$ cat src/rtl/joint_pos_counter.sv
// joint_pos_counter: one saturating position register per robot joint, stepped by
// up/down requests in level, edge or press-and-hold auto-repeat mode, with preset load.
module joint_pos_counter #(
    parameter int N_CH       = 4,
    parameter int WIDTH      = 8,
    parameter int INIT       = 45,
    parameter int POS_MIN    = 0,
    parameter int POS_MAX    = (1 << WIDTH) - 1,
    parameter int STEP       = 1,
    parameter int RPT_DELAY  = 25_000_000,
    parameter int RPT_PERIOD = 5_000_000,
    localparam int CHW       = (N_CH > 1) ? $clog2(N_CH) : 1
) (
    input  logic                  clk,
    input  logic                  rst,
    input  logic [N_CH-1:0]       cnt_up,
    input  logic [N_CH-1:0]       cnt_down,
    input  logic [1:0]            mode,
    input  logic                  load,
    input  logic [CHW-1:0]        load_ch,
    input  logic [WIDTH-1:0]      load_val,
    output logic [N_CH*WIDTH-1:0] pos,
    output logic [N_CH-1:0]       at_min,
    output logic [N_CH-1:0]       at_max
);
    localparam int               HW        = $clog2(RPT_DELAY + RPT_PERIOD + 1);
    localparam logic [WIDTH:0]   MIN_W     = (WIDTH+1)'(POS_MIN);
    localparam logic [WIDTH:0]   MAX_W     = (WIDTH+1)'(POS_MAX);
    localparam logic [WIDTH:0]   STEP_W    = (WIDTH+1)'(STEP);
    localparam logic [WIDTH-1:0] MIN_N     = WIDTH'(POS_MIN);
    localparam logic [WIDTH-1:0] MAX_N     = WIDTH'(POS_MAX);
    localparam logic [WIDTH-1:0] STEP_N    = WIDTH'(STEP);
    localparam logic [WIDTH-1:0] INIT_N    = WIDTH'(INIT);
    localparam logic [HW-1:0]    H_DLY     = HW'(RPT_DELAY);
    localparam logic [HW-1:0]    H_RPT     = HW'(RPT_DELAY + RPT_PERIOD);
    localparam logic [HW-1:0]    H_RLD     = HW'(RPT_DELAY + 1);
    localparam logic [1:0]       MODE_EDGE = 2'b01;
    localparam logic [1:0]       MODE_RPT  = 2'b10;

    for (genvar i = 0; i < N_CH; i++) begin : g_ch
        logic [WIDTH-1:0] pos_q, pos_d;
        logic             prev_up_q, prev_dn_q;
        logic [HW-1:0]    h_q, h_d;
        logic             req_up, req_dn, rise, held, step, load_hit;
        logic [WIDTH:0]   pos_w, up_sum, load_w;

        // h_q holds the index of the next held sample; zero means no armed hold,
        // so a hold entered by mode switch or interrupted by a load never repeats.
        always_comb begin
            req_up   = cnt_up[i] & ~cnt_down[i];
            req_dn   = cnt_down[i] & ~cnt_up[i];
            rise     = (req_up & ~prev_up_q) | (req_dn & ~prev_dn_q);
            held     = (req_up & prev_up_q) | (req_dn & prev_dn_q);
            load_hit = load && (int'(load_ch) == i);
            pos_w    = {1'b0, pos_q};
            up_sum   = pos_w + STEP_W;
            load_w   = {1'b0, load_val};
            step     = 1'b0;
            h_d      = '0;
            case (mode)
                MODE_EDGE: step = rise;
                MODE_RPT: begin
                    if (rise) begin
                        step = 1'b1;
                        h_d  = HW'(1);
                    end else if (held && h_q != '0) begin
                        step = (h_q == H_DLY) || (h_q == H_RPT);
                        h_d  = (h_q == H_RPT) ? H_RLD : h_q + HW'(1);
                    end
                end
                default: step = req_up | req_dn;
            endcase

            pos_d = pos_q;
            if (load_hit) begin
                h_d = '0;
                if (load_w < MIN_W)      pos_d = MIN_N;
                else if (load_w > MAX_W) pos_d = MAX_N;
                else                     pos_d = load_val;
            end else if (step && req_up) begin
                pos_d = (up_sum > MAX_W) ? MAX_N : up_sum[WIDTH-1:0];
            end else if (step && req_dn) begin
                pos_d = (pos_w < MIN_W + STEP_W) ? MIN_N : pos_q - STEP_N;
            end
        end

        always_ff @(posedge clk or negedge rst) begin
            if (!rst) begin
                pos_q     <= INIT_N;
                prev_up_q <= 1'b0;
                prev_dn_q <= 1'b0;
                h_q       <= '0;
            end else begin
                pos_q     <= pos_d;
                prev_up_q <= req_up;
                prev_dn_q <= req_dn;
                h_q       <= h_d;
            end
        end

        assign pos[i*WIDTH +: WIDTH] = pos_q;
        assign at_min[i]             = (pos_q == MIN_N);
        assign at_max[i]             = (pos_q == MAX_N);
    end
endmodule

$ cat config.mk
export PLATFORM = sky130hd
export DESIGN_NAME = joint_pos_counter
export DESIGN_NICKNAME = d
export VERILOG_FILES = /design/src/rtl/joint_pos_counter.sv
export SDC_FILE = /design/constraint.sdc
export NUM_CORES = 1
export LEC_CHECK = 0
export BUFFER_PORTS_ARGS = -buffer_cell sky130_fd_sc_hd__buf_2
export CAP_MARGIN = 20
export CORE_UTILIZATION = 26
export DETAILED_ROUTE_END_ITERATION = 8
export HOLD_SLACK_MARGIN = 0.02
export PLACE_DENSITY_LB_ADDON = 0.3
export SLEW_MARGIN = 20
export SYNTH_ARGS = -nofsm -noshare
export SYNTH_HDL_FRONTEND = slang
export SYNTH_SLANG_ARGS = --single-unit
$ cat constraint.sdc
create_clock -name clk -period 4.1 [get_ports clk]
set_input_delay 0.41 -clock clk [delete_from_list [all_inputs] [get_ports clk]]
set_output_delay 0.41 -clock clk [all_outputs]
set_load 0.02 [all_outputs]
== After elaboration in Yosys (flattened, before gate mapping) ==
Index checks and enable logic that the tools add are counted.
Word-level totals
  register bits: 140
  input bits: 23
  output and inout port bits: 40
  word-level logic and storage cells: 190
Cells by class
  $add $sub $neg: 12
  reduce and logical (&&, ||, !) cells: 33
  equal/unequal tests: 17
  bitwise logic cells: 52
  mux-type cells: 52
  $lt $le $gt $ge: 8
Operators with widths (count)
  25-bit two-way mux: 20
  25-bit equality test, second input constant: 8
  8-bit two-way mux: 20
  25-bit by 1-bit adder with 25-bit output, second input constant: 4
  25-bit nonzero test: 4
  8-bit by 1-bit adder with 9-bit output, second input constant: 4
  9-bit by 8-bit > comparator with 1-bit output, second input constant: 4
  8-bit equality test, second input constant: 4
  8-bit zero test: 4
  8-bit by 1-bit less-than comparator with 1-bit output, second input constant: 4
  8-bit by 1-bit subtractor with 8-bit output, second input constant: 4
  1-bit bitwise AND: 24
  1-bit logical AND: 16
  1-bit NOT: 16
  1-bit OR: 12
  3-bit nonzero test: 4
  1-bit two-way mux: 8
  1-bit one-hot mux with 2 select lines: 4
  2-bit equality test, second input constant: 3
  2-bit by 1-bit equality test with 1-bit output, second input constant: 2
  1-bit logical OR: 4
  2-bit zero test: 1

== Depth between registers and ports, before layout ==
  depth in word-level cells: 12
  gate-level depth with buffers: 12

== Worst setup path after synthesis ==
No wires, ideal clock.
  kind: reg2reg
  start point: reg g_ch[1].h_q[0]
  end point: reg g_ch[1].pos_q[7]
  clock period less this slack: 2923 ps
  path buffers: 0
  path slack: 1177 ps
  arrival time: 2799 ps
  data required time: 3976 ps
  stages on the path, launching flop included: 11
  library setup time: 124 ps
  cell sequence: dfrtp_1 > inv_1 > ha_1 > or4b_1 > nand4b_4 > o41a_1 > o211a_2 > o211ai_4 > mux2_4 > o32a_1 > o31a_1
On the way
  longest elaborated chain between the ends: 8
  elaborated cells on any way between the ends: 13
  classes of those cells: 2 x eq/ne; 5 x mux; 6 x reduce/logical
RTL lines
  start: declaration: RTL line 43  | logic [HW-1:0] h_q, h_d;
  start signal: assignment: RTL line 92  | h_q <= '0;
  start signal: assignment: RTL line 97  | h_q <= h_d;
  25-bit equality test / 25-bit nonzero test (equally long branches): RTL line 67, 66
  1-bit logical OR / 1-bit logical AND (equally long branches): RTL line 67, 66
  1-bit two-way mux (*): RTL line 66  | end else if (held && h_q != '0) begin
  1-bit two-way mux (*): RTL line 63  | if (rise) begin
  1-bit one-hot mux with 2 select lines (*): RTL line 60  | case (mode)
  1-bit logical AND: RTL line 80  | end else if (step && req_up) begin
  8-bit two-way mux: RTL line 80
  8-bit two-way mux: RTL line 75  | if (load_hit) begin
  end signal: assignment: RTL line 94  | pos_q <= pos_d;
  end: declaration: RTL line 41  | logic [WIDTH-1:0] pos_q, pos_d;
Every way passes the cells marked *; elsewhere a longest branch is shown, timed or not.
A chain may end at the register's enable or synchronous reset.

== Worst setup path after layout ==
  start point: reg g_ch[2].h_q[0]
  end point: reg g_ch[2].pos_q[6]
On the way
  longest elaborated chain between the ends: 8
  elaborated cells on any way between the ends: 13
  classes of those cells: 2 x eq/ne; 5 x mux; 6 x reduce/logical
RTL lines (RTL line)
  start: declaration: 43
  start signal: assignment: 92
  start signal: assignment: 97
  25-bit equality test / 25-bit nonzero test (equally long branches): 67, 66
  1-bit logical OR / 1-bit logical AND (equally long branches): 67, 66
  1-bit two-way mux (*): 66
  1-bit two-way mux (*): 63
  1-bit one-hot mux with 2 select lines (*): 60
  1-bit logical AND: 80
  8-bit two-way mux: 80
  8-bit two-way mux: 75
  end signal: assignment: 94
  end: declaration: 41
Marks and branches as above.

==> impl_metrics.csv <==
group,metric,value,unit
outcome,outcome,"finished clean",
final_layout,area_growth,16.06,%
logic_synthesis,synth_area_leaders,"dfrtp_1 (34%), nor2_1 (6.3%), xnor2_1 (4.7%), ha_1 (4.6%), dfstp_2 (4.6%)",
final_layout,finalNetCount,1208,
worst_setup_path,worstSetupStartpoint,"g_ch[2].h_q[0]$_DFF_PN0_",
worst_setup_path,reg2reg_to,"g_ch[2].pos_q[6]$_DFFE_PN0P_",
logic_synthesis,synth_top_area_share,0.3370,
clocking,cts-htree-levels,4,
logic_synthesis,yosys_warnings,0,
logic_synthesis,synth_seq_area_share,0.3827,
final_layout,final_cell_mix,"nor2_1 (154), dfrtp_1 (124), nand2_1 (98)",
routing,drtPass1Iterations,5,
logic_synthesis,syn_inst,1107,
routing,drt_iter0_markers,442,
timing,final-hold-violation-count,0,
clocking,post_cts_resized,0,
logic_synthesis,synth-edff-count,0,
clocking,path_clk_slew,0.06,ns
worst_setup_path,cp_common_cell,"nor4b_1",
final_layout,stdcell_count,1621,
power_and_ir_drop,pwr-share-comb,0.227,
routing,drt-total-wl,25.43,mm
worst_setup_path,slowest_delay,0.54,ns
clocking,cts-buffers-inserted,17,
floorplan,top_level_ports,63,
timing,grt_setup_unrepaired,"no",
power_and_ir_drop,max-vdd-ir-drop,0.2886,mV
timing,worst_slew_pin_slew,0.9710,ns
final_layout,drive_above_1_share,0.1160,
worst_setup_path,r2r-start,"g_ch[2].h_q[0]$_DFF_PN0_",
grt,grtUsageTotal,0.1458,
worst_setup_path,reg2reg_depth,10,
timing,slew_viol_final,0,
timing,timing.fmax,314.6,MHz
logic_synthesis,ys.flop_type,"dfrtp_1",
final_layout,fillerInstances,3736,
grt,antenna_found_initial,2,
logic_synthesis,synth_cell_types,73,
worst_hold_path,hold_path.class,"input pin to async pin",
floorplan,start_util,0.2652,
final_layout,multiInputGateArea,5291,um2
power_and_ir_drop,leakagePower,0.004257,uW
floorplan,die_w,190.2,um
logic_synthesis,postSynth.asyncResetShare,1.000,
logic_synthesis,synth.largest_area_cell,"dfrtp_1",
logic_synthesis,syn_area,9208,um2
grt,grt_max_degree,100,
place,portBuffers,62,
logic_synthesis,ys_ff_latch,140,
worst_setup_path,critPathKind,"flip-flop to flip-flop",
power_and_ir_drop,p_int,3170,uW
worst_setup_path,start_kind,"flip-flop",
final_layout,final_common_cell,"nor2_1",
logic_synthesis,synth_nets,1164,
clocking,cts_root_buf,"clkbuf_16",
timing,slew_headroom,0.3527,
final_layout,layout.area.seq,3523,um2
floorplan,die_y,190.2,um
power_and_ir_drop,seqPwrFrac,0.380,
routing,post_drt_wl_per_cell,15.69,um
floorplan,num_rows,68,
timing,finalCriticalPeriod,3.179,ns
worst_setup_path,cp_max_fo,9,
grt,grt_pass1_vias,7970,
worst_setup_path,cp_data_required_time,4.39,ns
floorplan,die-area,36170,um2
power_and_ir_drop,p_switching,1557,uW
timing,setup_viol,0,
power_and_ir_drop,pwr-share-clk,0.393,
routing,viasPerCell,5.013,
timing,fin_crit_sh,0.7753,
routing,final_antenna_net_count,0,
run,drv_cap,0,
clocking,cts.sinks,140,
floorplan,core,34710,um2
logic_synthesis,postSynthAreaPerCell,8.318,um2
place,place_congestion,0.8548,
worst_setup_path,crit_path_end_kind,"flip-flop",
worst_setup_path,critPathSlowestCell,"o32ai_2",
routing,vias,8126,
routing,route.detailed.drc,0,
worst_setup_path,path_cells,"inv_1 > ha_1 > nor4b_1 > nand4_1 > o32a_1 > o32ai_2 > nand2_1 > nor4b_1 > o211a_1 > o31ai_1",
place,dp.cells,1587,
clocking,clock_latency,0.42,ns
clocking,clock_path_buffers,2,
power_and_ir_drop,swShare,0.3293,
clocking,post_cts_buffers,0,
final_layout,utilization,0.3079,
grt,grt_pass1_wl,42.19,mm
clocking,cts_tree,"yes",
worst_setup_path,arrival,3.47,ns
power_and_ir_drop,powerDensity,442.3,nW/um2
timing,fin_tns_setup,0,ns
grt,grt-ovfl-total,0,
place,dpl.hpwl,18.52,mm
clocking,cts_hold_buf,0,
worst_setup_path,reg2reg_slack,0.92,ns
timing,fin_skew,0.009162,ns
critical path: cells and delay by family, from the launching register on:
kind                     cells  cell delay (ns)
AND/OR/NAND/NOR              4             1.26
adder cells (fa/ha/maj)      1             0.14
flip-flops                   1             0.43
buffers and inverters        1             0.08
AO/OA/AOI/OAI                4             1.14
power groups by stage:
stage,Combinational [uW],Sequential (uW),Clock [uW]
floorplan,722,1790,0
global placement,1080,1820,0
detailed placement,1080,1820,0
CTS,1080,1790,1910
global route,1200,1830,1960
finish,1070,1800,1860
cells in the mapped netlist (6+ instances only):
cell / number
nor2_1: 154
dfrtp_1: 124
nand2_1: 98
a21oi_1: 67
nand3_1: 64
inv_1: 60
nor3_1: 49
xnor2_1: 49
xor2_1: 48
clkbuf_1: 38
ha_1: 34
and3_1: 32
o21ai_0: 32
nand4_1: 29
or3_1: 22
dfstp_2: 16
nor4_1: 12
mux2i_1: 10
a31oi_1: 9
or4_1: 9
and4_1: 8
o22ai_1: 8
a211oi_1: 7
and2_1: 7
or2_2: 7
a22oi_1: 6
nand2b_1: 6
nor2b_1: 6
nor3b_1: 6
o211ai_1: 6
o21a_1: 6
o311ai_0: 6
o31a_1: 6
stage by stage:
stage / worst slack (ns) / cell area (um2) / hold slack [ns] / power [uW]
floorplan: 1.177 / 9208 / 0.1144 / 2510
global placement: 0.8107 / 9978 / 0.5533 / 2899
detailed placement: 0.7836 / 9978 / 0.5621 / 2898
CTS: 0.8230 / 10680 / 0.1497 / 4784
global route: 0.6257 / 10680 / 0.1901 / 4991
finish: 0.9214 / 10690 / 0.07805 / 4727
kinds of logic (layout without fill, tap and decap cells):
family	after synthesis	count (layout)	synth area share
adders and majority gates	35	35	0.04729
muxes	12	12	0.01372
AOI/OAI and AO/OA	194	194	0.1371
xor gates and xnor gates	97	97	0.09227
buffers and inverters	104	161	0.04267
DFF	140	140	0.3827
other	0	2	0
and+or+nand+nor	525	525	0.2843
layer usage:
metal | GRT usage | wire length, um | vias up
met5 | 0 | 0 | -
met4 | 0.03015 | 166 | 0
met3 | 0.02527 | 1014 | 7
met2 | 0.2378 | 11820 | 129
met1 | 0.2008 | 12430 | 3992
li1 | - | - | 3998
flip-flops by register name, indices dropped and copies added, names as in the netlist:
| register | flops |
|---|---|
| g_ch.prev_dn_q | 4 |
| g_ch.h_q | 100 |
| g_ch.prev_up_q | 4 |
| g_ch.pos_q | 32 |
worst max path at each step:
stage	slack, ns	to	cells past startpoint
CTS	0.82	g_ch[2].pos_q[4]$_DFFE_PN0P_	9
floorplan	1.18	g_ch[1].pos_q[7]$_DFFE_PN0P_	10
detailed placement	0.78	g_ch[2].pos_q[4]$_DFFE_PN0P_	9
finish	0.92	g_ch[2].pos_q[6]$_DFFE_PN0P_	10
global route	0.63	g_ch[2].h_q[5]$_DFF_PN0_	9
global placement	0.81	g_ch[2].pos_q[3]$_DFFE_PN1P_	10
area by class of cell:
class	count	share of cell area
well taps	455	0.05327
diodes	2	0.0004683
flip-flops and latches	140	0.3297
multi-input cells	863	0.4951
clock buffers	18	0.04110
clock inverters	14	0.02470
repair buffers	69	0.03454
inverters	60	0.02107
Note: power is estimated with default switching activity, not from simulation.
